`config.mk`:
```
export PLATFORM = sky130hd
export DESIGN_NAME = grf_wb
export DESIGN_NICKNAME = d
export VERILOG_FILES = /design/src/rtl/grf_wb.sv
export SDC_FILE = /design/constraint.sdc
export NUM_CORES = 2
export LEC_CHECK = 0
export BUFFER_PORTS_ARGS = -buffer_cell sky130_fd_sc_hd__buf_2
export CORE_ASPECT_RATIO = 1.4
export CORE_MARGIN = 4
export CORE_UTILIZATION = 55
export CTS_BUF_LIST = sky130_fd_sc_hd__clkbuf_2
export DETAILED_ROUTE_END_ITERATION = 10
export GPL_ROUTABILITY_DRIVEN = 0
export GPL_TIMING_DRIVEN = 1
export PLACE_DENSITY = 0.73
export SETUP_SLACK_MARGIN = 0.5
export SYNTH_ARGS = -nofsm -noshare
export SYNTH_HDL_FRONTEND = slang
export SYNTH_SLANG_ARGS = --single-unit
```
`constraint.sdc`:
```
create_clock -name clk -period 5.8 [get_ports clk]
set_clock_uncertainty 0.15 [all_clocks]
set_input_delay 0.87 -clock clk [delete_from_list [all_inputs] [get_ports clk]]
set_output_delay 0.87 -clock clk [all_outputs]
set_load 0.01 [all_outputs]
```
`src/rtl/grf_wb.sv`:
```
// grf_wb -- writeback-side general register file for the 5-stage MIPS pipeline.
//
// Takes the W-stage decoder controls (reg_write, reg_addr_op, reg_data_op)
// and the W-stage datapath values. It resolves the destination register and
// the write data, then commits them into a 32x32 register file. It serves the
// two D-stage read ports with a same-cycle write-through bypass. It also
// exports the committed write for forwarding, counts retired instructions,
// and emits a one-cycle-delayed commit trace.
//
// Ports:
//   clk, rst_n            clock (rising edge); asynchronous active-low reset
//   wb_valid              W stage holds a real instruction (0 = bubble)
//   reg_write             decoder write request
//   reg_addr_op           0=rd, 1=rt, 2=$31, other=no destination
//   reg_data_op           0=alu, 1=dm, 2=imm<<16, 3=pc+8, other=0
//   rt_W, rd_W, imm_W     instruction fields in W
//   pc_W, alu_out_W,
//   dm_out_W              W-stage datapath values
//   rs_addr_D, rt_addr_D  D-stage read addresses
//   rs_data_D, rt_data_D  D-stage read data (combinational, bypassed)
//   wb_en/addr/data       committed write this cycle (zero when idle)
//   retire_cnt            retired-instruction counter (wraps)
//   trace_*               registered copy of last cycle's commit
module grf_wb #(
  parameter int CNT_W    = 32,
  parameter bit TRACE_EN = 1'b1
) (
  input  logic             clk,
  input  logic             rst_n,
  input  logic             wb_valid,
  input  logic             reg_write,
  input  logic [2:0]       reg_addr_op,
  input  logic [2:0]       reg_data_op,
  input  logic [4:0]       rt_W,
  input  logic [4:0]       rd_W,
  input  logic [15:0]      imm_W,
  input  logic [31:0]      pc_W,
  input  logic [31:0]      alu_out_W,
  input  logic [31:0]      dm_out_W,
  input  logic [4:0]       rs_addr_D,
  input  logic [4:0]       rt_addr_D,
  output logic [31:0]      rs_data_D,
  output logic [31:0]      rt_data_D,
  output logic             wb_en,
  output logic [4:0]       wb_addr,
  output logic [31:0]      wb_data,
  output logic [CNT_W-1:0] retire_cnt,
  output logic             trace_valid,
  output logic [31:0]      trace_pc,
  output logic [4:0]       trace_addr,
  output logic [31:0]      trace_data
);

  logic [4:0]       dest_addr;
  logic             dest_ok;
  logic [31:0]      dest_data;
  logic             trace_load;

  logic [31:0]      regs_reg [32];
  logic [CNT_W-1:0] retire_cnt_reg;
  logic             trace_valid_reg;
  logic [31:0]      trace_pc_reg;
  logic [4:0]       trace_addr_reg;
  logic [31:0]      trace_data_reg;

  // Destination register select.
  always_comb begin
    dest_addr = 5'd0;
    dest_ok   = 1'b0;
    case (reg_addr_op)
      3'd0: begin dest_addr = rd_W;  dest_ok = 1'b1; end
      3'd1: begin dest_addr = rt_W;  dest_ok = 1'b1; end
      3'd2: begin dest_addr = 5'd31; dest_ok = 1'b1; end
      default: begin dest_addr = 5'd0; dest_ok = 1'b0; end
    endcase
  end

  // Write data select; pc+8 wraps naturally in 32 bits.
  always_comb begin
    dest_data = 32'h0;
    case (reg_data_op)
      3'd0:    dest_data = alu_out_W;
      3'd1:    dest_data = dm_out_W;
      3'd2:    dest_data = {imm_W, 16'h0};
      3'd3:    dest_data = pc_W + 32'd8;
      default: dest_data = 32'h0;
    endcase
  end

  // wb_valid is the first AND term, so X on the op fields during a bubble
  // cannot leak into wb_en. wb_addr/wb_data are then forced to zero.
  assign wb_en   = wb_valid & reg_write & dest_ok & (dest_addr != 5'd0);
  assign wb_addr = wb_en ? dest_addr : 5'd0;
  assign wb_data = wb_en ? dest_data : 32'h0;

  // Reads: $0 is hardwired to zero; a same-cycle commit wins over storage.
  assign rs_data_D = (rs_addr_D == 5'd0)                 ? 32'h0   :
                     (wb_en && (rs_addr_D == wb_addr))   ? wb_data :
                                                           regs_reg[rs_addr_D];
  assign rt_data_D = (rt_addr_D == 5'd0)                 ? 32'h0   :
                     (wb_en && (rt_addr_D == wb_addr))   ? wb_data :
                                                           regs_reg[rt_addr_D];

  // Register storage. Entry 0 is cleared on reset and never written.
  always_ff @(posedge clk or negedge rst_n) begin
    if (!rst_n) begin
      for (int i = 0; i < 32; i++) begin
        regs_reg[i] <= 32'h0;
      end
    end else if (wb_en) begin
      regs_reg[wb_addr] <= wb_data;
    end
  end

  // Retired-instruction counter: every real instruction counts, whether it
  // writes or not (stores, branches, writes to $0).
  always_ff @(posedge clk or negedge rst_n) begin
    if (!rst_n) begin
      retire_cnt_reg <= '0;
    end else if (wb_valid) begin
      retire_cnt_reg <= retire_cnt_reg + CNT_W'(1);
    end
  end

  // Commit trace: loads every edge, so it shows exactly one cycle behind.
  assign trace_load = wb_en & TRACE_EN;

  always_ff @(posedge clk or negedge rst_n) begin
    if (!rst_n) begin
      trace_valid_reg <= 1'b0;
      trace_pc_reg    <= 32'h0;
      trace_addr_reg  <= 5'd0;
      trace_data_reg  <= 32'h0;
    end else begin
      trace_valid_reg <= trace_load;
      trace_pc_reg    <= trace_load ? pc_W    : 32'h0;
      trace_addr_reg  <= trace_load ? wb_addr : 5'd0;
      trace_data_reg  <= trace_load ? wb_data : 32'h0;
    end
  end

  assign retire_cnt  = retire_cnt_reg;
  assign trace_valid = trace_valid_reg;
  assign trace_pc    = trace_pc_reg;
  assign trace_addr  = trace_addr_reg;
  assign trace_data  = trace_data_reg;

endmodule

```
==> impl_metrics.env <==
export IMPL_die_width_um=283
export IMPL_cts_buffer_depth=4
export IMPL_cts_buffers=292
export IMPL_whs_path_depth=7
export IMPL_yosysUniqueCellTypes=72
export IMPL_max_freq_ghz=0.188
export IMPL_drive_gt1_frac=0.208
export IMPL_placed_cells=6997
export IMPL_grt_overflow=0
export IMPL_ys_seq_area_frac=0.482
export IMPL_drt_iter0_drc=6909
export IMPL_fin_crit_sh=0.917
export IMPL_die_h_um=394
export IMPL_period_minus_slack_ns=5.32
export IMPL_drt_wl_total_mm=225
export IMPL_fin_nets=6227
export IMPL_postCtsSetupRepairBufs=0
export IMPL_critPathKind="input pin to output port"
export IMPL_syn_num_nets=5837
export IMPL_relSlewSlack=0.158
export IMPL_vias=51600
export IMPL_clk_latency_ns=1.70
export IMPL_syn_area_sq_um=58400
export IMPL_setup_viol=0
export IMPL_dp_hpwl_mm=133
export IMPL_fin_cells=7629
export IMPL_async_flop_share=1.00
export IMPL_ir_drop_v=0.000146
export IMPL_r2r_cells=7
export IMPL_final_max_slew_viol_count=0
export IMPL_clkTransAtPathRegs_ns=0.11
export IMPL_cp_buffers_inverters=5
export IMPL_p_leak_nw=29.8
export IMPL_place_area_sq_um=61500
export IMPL_setup_ws_ns=0.484
export IMPL_antenna_found_initial=12
export IMPL_core_area_sq_um=105000
export IMPL_largest_register_ffs=1024
export IMPL_hold_violations=0
export IMPL_synthToLayoutAreaGrowth_pct=12.1
export IMPL_max_stage_delay_ns=0.73
export IMPL_fillers=8747
export IMPL_final_common_cell="dfrtp_1"
export IMPL_netlist_area_leader_share=0.482
export IMPL_end_kind="output port"
export IMPL_io_buffers=345
export IMPL_synth_area_leader_cell="dfrtp_1"
export IMPL_die_area_sq_um=112000
export IMPL_cp_max_fo=31
export IMPL_status="complete, but fails checks"
export IMPL_h_tree_depth=5
export IMPL_synth_cells=5693
export IMPL_grt_pass1_vias=52100
export IMPL_synth_area_leaders="dfrtp_1, mux4_2, mux2i_1"
export IMPL_initial_core_util=0.554
export IMPL_r2r_slack_ns=2.63
export IMPL_yosysWarningCount=0
export IMPL_timing_hold_worst_class="input pin to register"
export IMPL_synth_edf_count=0
export IMPL_root_buffer="clkbuf_2"
export IMPL_crit_chain="dlygate4sd3_1, buf_2, o21bai_1, a41oi_1, o41a_4, buf_4, and3_1, buf_4, a211oi_1, buf_2"
export IMPL_detailedPlace_worstSlack_ns=0.633
export IMPL_crit_end="rs_data_D[18]"
export IMPL_drc=4
export IMPL_row_count=141
export IMPL_cp_start_kind="input pin"
export IMPL_ys_ff_latch=1126
export IMPL_cp_arrival_ns=4.30
export IMPL_crit_path_top_delay_cell="a211oi_1"
export IMPL_tightest_slew_ns=1.26
export IMPL_violations="DRC"
export IMPL_final_area_sq_um=65500
export IMPL_critical_path_depth=10
export IMPL_synth_area_per_cell_sq_um=10.3
export IMPL_required_ns=4.78
export IMPL_ant_nets=0
export IMPL_gr_usage_all_layers=0.396
export IMPL_viasPerCell=6.76
export IMPL_rsz0062_at_grt="yes"
export IMPL_grt_max_degree=140
export IMPL_cts_sinks=1126
export IMPL_cts_tree="built"
export IMPL_setup_tns_ns=0
export IMPL_max_cap_viol_count=0
export IMPL_grt_pass1_wl_mm=330
export IMPL_fin_total_pwr_mw=15.0
export IMPL_routedWlPerCell_um=29.4
export IMPL_rr_startpoint="retire_cnt[7]"
export IMPL_crit_family="compound AO/OA/AOI/OAI gates"
export IMPL_cp_startpoint="rd_W[0]"
export IMPL_power_per_cell_area_nw_per_um2=229
export IMPL_io_pins=346
export IMPL_firstDrtPassIters=9
export IMPL_r2r_end="retire_cnt[31]"
export IMPL_synthFlopType="dfrtp_1"
export IMPL_final_cell_mix="dfrtp_1, nand2_1, o21ai_0"
## area by class of cell
type / count / area [sq um] / area share
Sequential cell: 1126 / 28200 / 0.430
Clock inverter: 73 / 357 / 0.00545
Tap cell: 1358 / 1700 / 0.0260
Inverter: 41 / 154 / 0.00235
Multi-Input combinational cell: 3934 / 27900 / 0.426
Antenna cell: 9 / 22.5 / 0.000344
Timing Repair Buffer: 688 / 5190 / 0.0793
Clock buffer: 400 / 2000 / 0.0306
## layer usage
layer	part of all wire	vias to the layer above	wire length, um	track usage
met5	0.00028	-	64	0.00129
li1	-	21600	-	-
met3	0.12	1238	26800	0.125
met2	0.44	3846	99700	0.599
met4	0.10	10	23100	0.337
met1	0.33	24900	74900	0.460
## worst register-to-register path: stages, from the launching register on
cell and delay [ns]:
dfrtp_1 0.43, and4_1 0.20, dlygate4sd3_1 0.58, nand4_1 0.28, nor4_1 0.78, nand2b_1 0.26
nor2_1 0.19, xor2_1 0.15
## power breakdown
part | switching, mW | internal (mW)
clock network | 3.31 | 1.97
registers | 0.0583 | 7.90
logic | 1.14 | 0.597
## cells by family after synthesis
logic type / share of synthesized area
DFF: 0.482
xor gates and xnor gates: 0.00735
buffers and inverters: 0.0467
adders and majority gates: 0.000428
and+or+nand+nor: 0.109
muxes: 0.193
AOI/OAI and AO/OA: 0.161
## metrics by stage
step,hold WS (ns),utilization
3_5_place_dp,0.241,0.583
6_report,0.117,0.620
3_3_place_gp,0.237,0.583
4_1_cts,0.00175,0.620
5_1_grt,0.0518,0.620
2_1_floorplan,0.295,-
## how the worst min path moves through the flow
stage	startpoint	to	slack, ns
5_1_grt	dm_out_W[21]	regs_reg[757]	0.05
3_3_place_gp	regs_reg[1023]	regs_reg[1023]	0.24
4_1_cts	alu_out_W[22]	trace_data[22]	0.002
3_5_place_dp	regs_reg[1023]	regs_reg[1023]	0.24
6_report	pc_W[10]	regs_reg[911]	0.12
2_1_floorplan	regs_reg[1022]	regs_reg[1022]	0.30
## Yosys cell counts (38+ instances only)
cell type     n
a211oi_1     64
a21oi_1      59
a22oi_1     376
and2_1       38
buf_1        39
buf_2        93
clkbuf_1    415
dfrtp_1    1126
inv_1        40
mux2i_1     538
mux4_2      261
nand2_1    1060
nand3_1     158
nand4_1      92
nor2_1       55
o21ai_0     816
o21ai_1     184
## timing repair
item                                    in CTS  in global routing
hold endpoints to repair                  1609                  0
endpoints found under the setup margin       0                 11
hold buffers                               150                  0
gates resized for setup                      0                  9
Power figures use the tool's default switching activity.
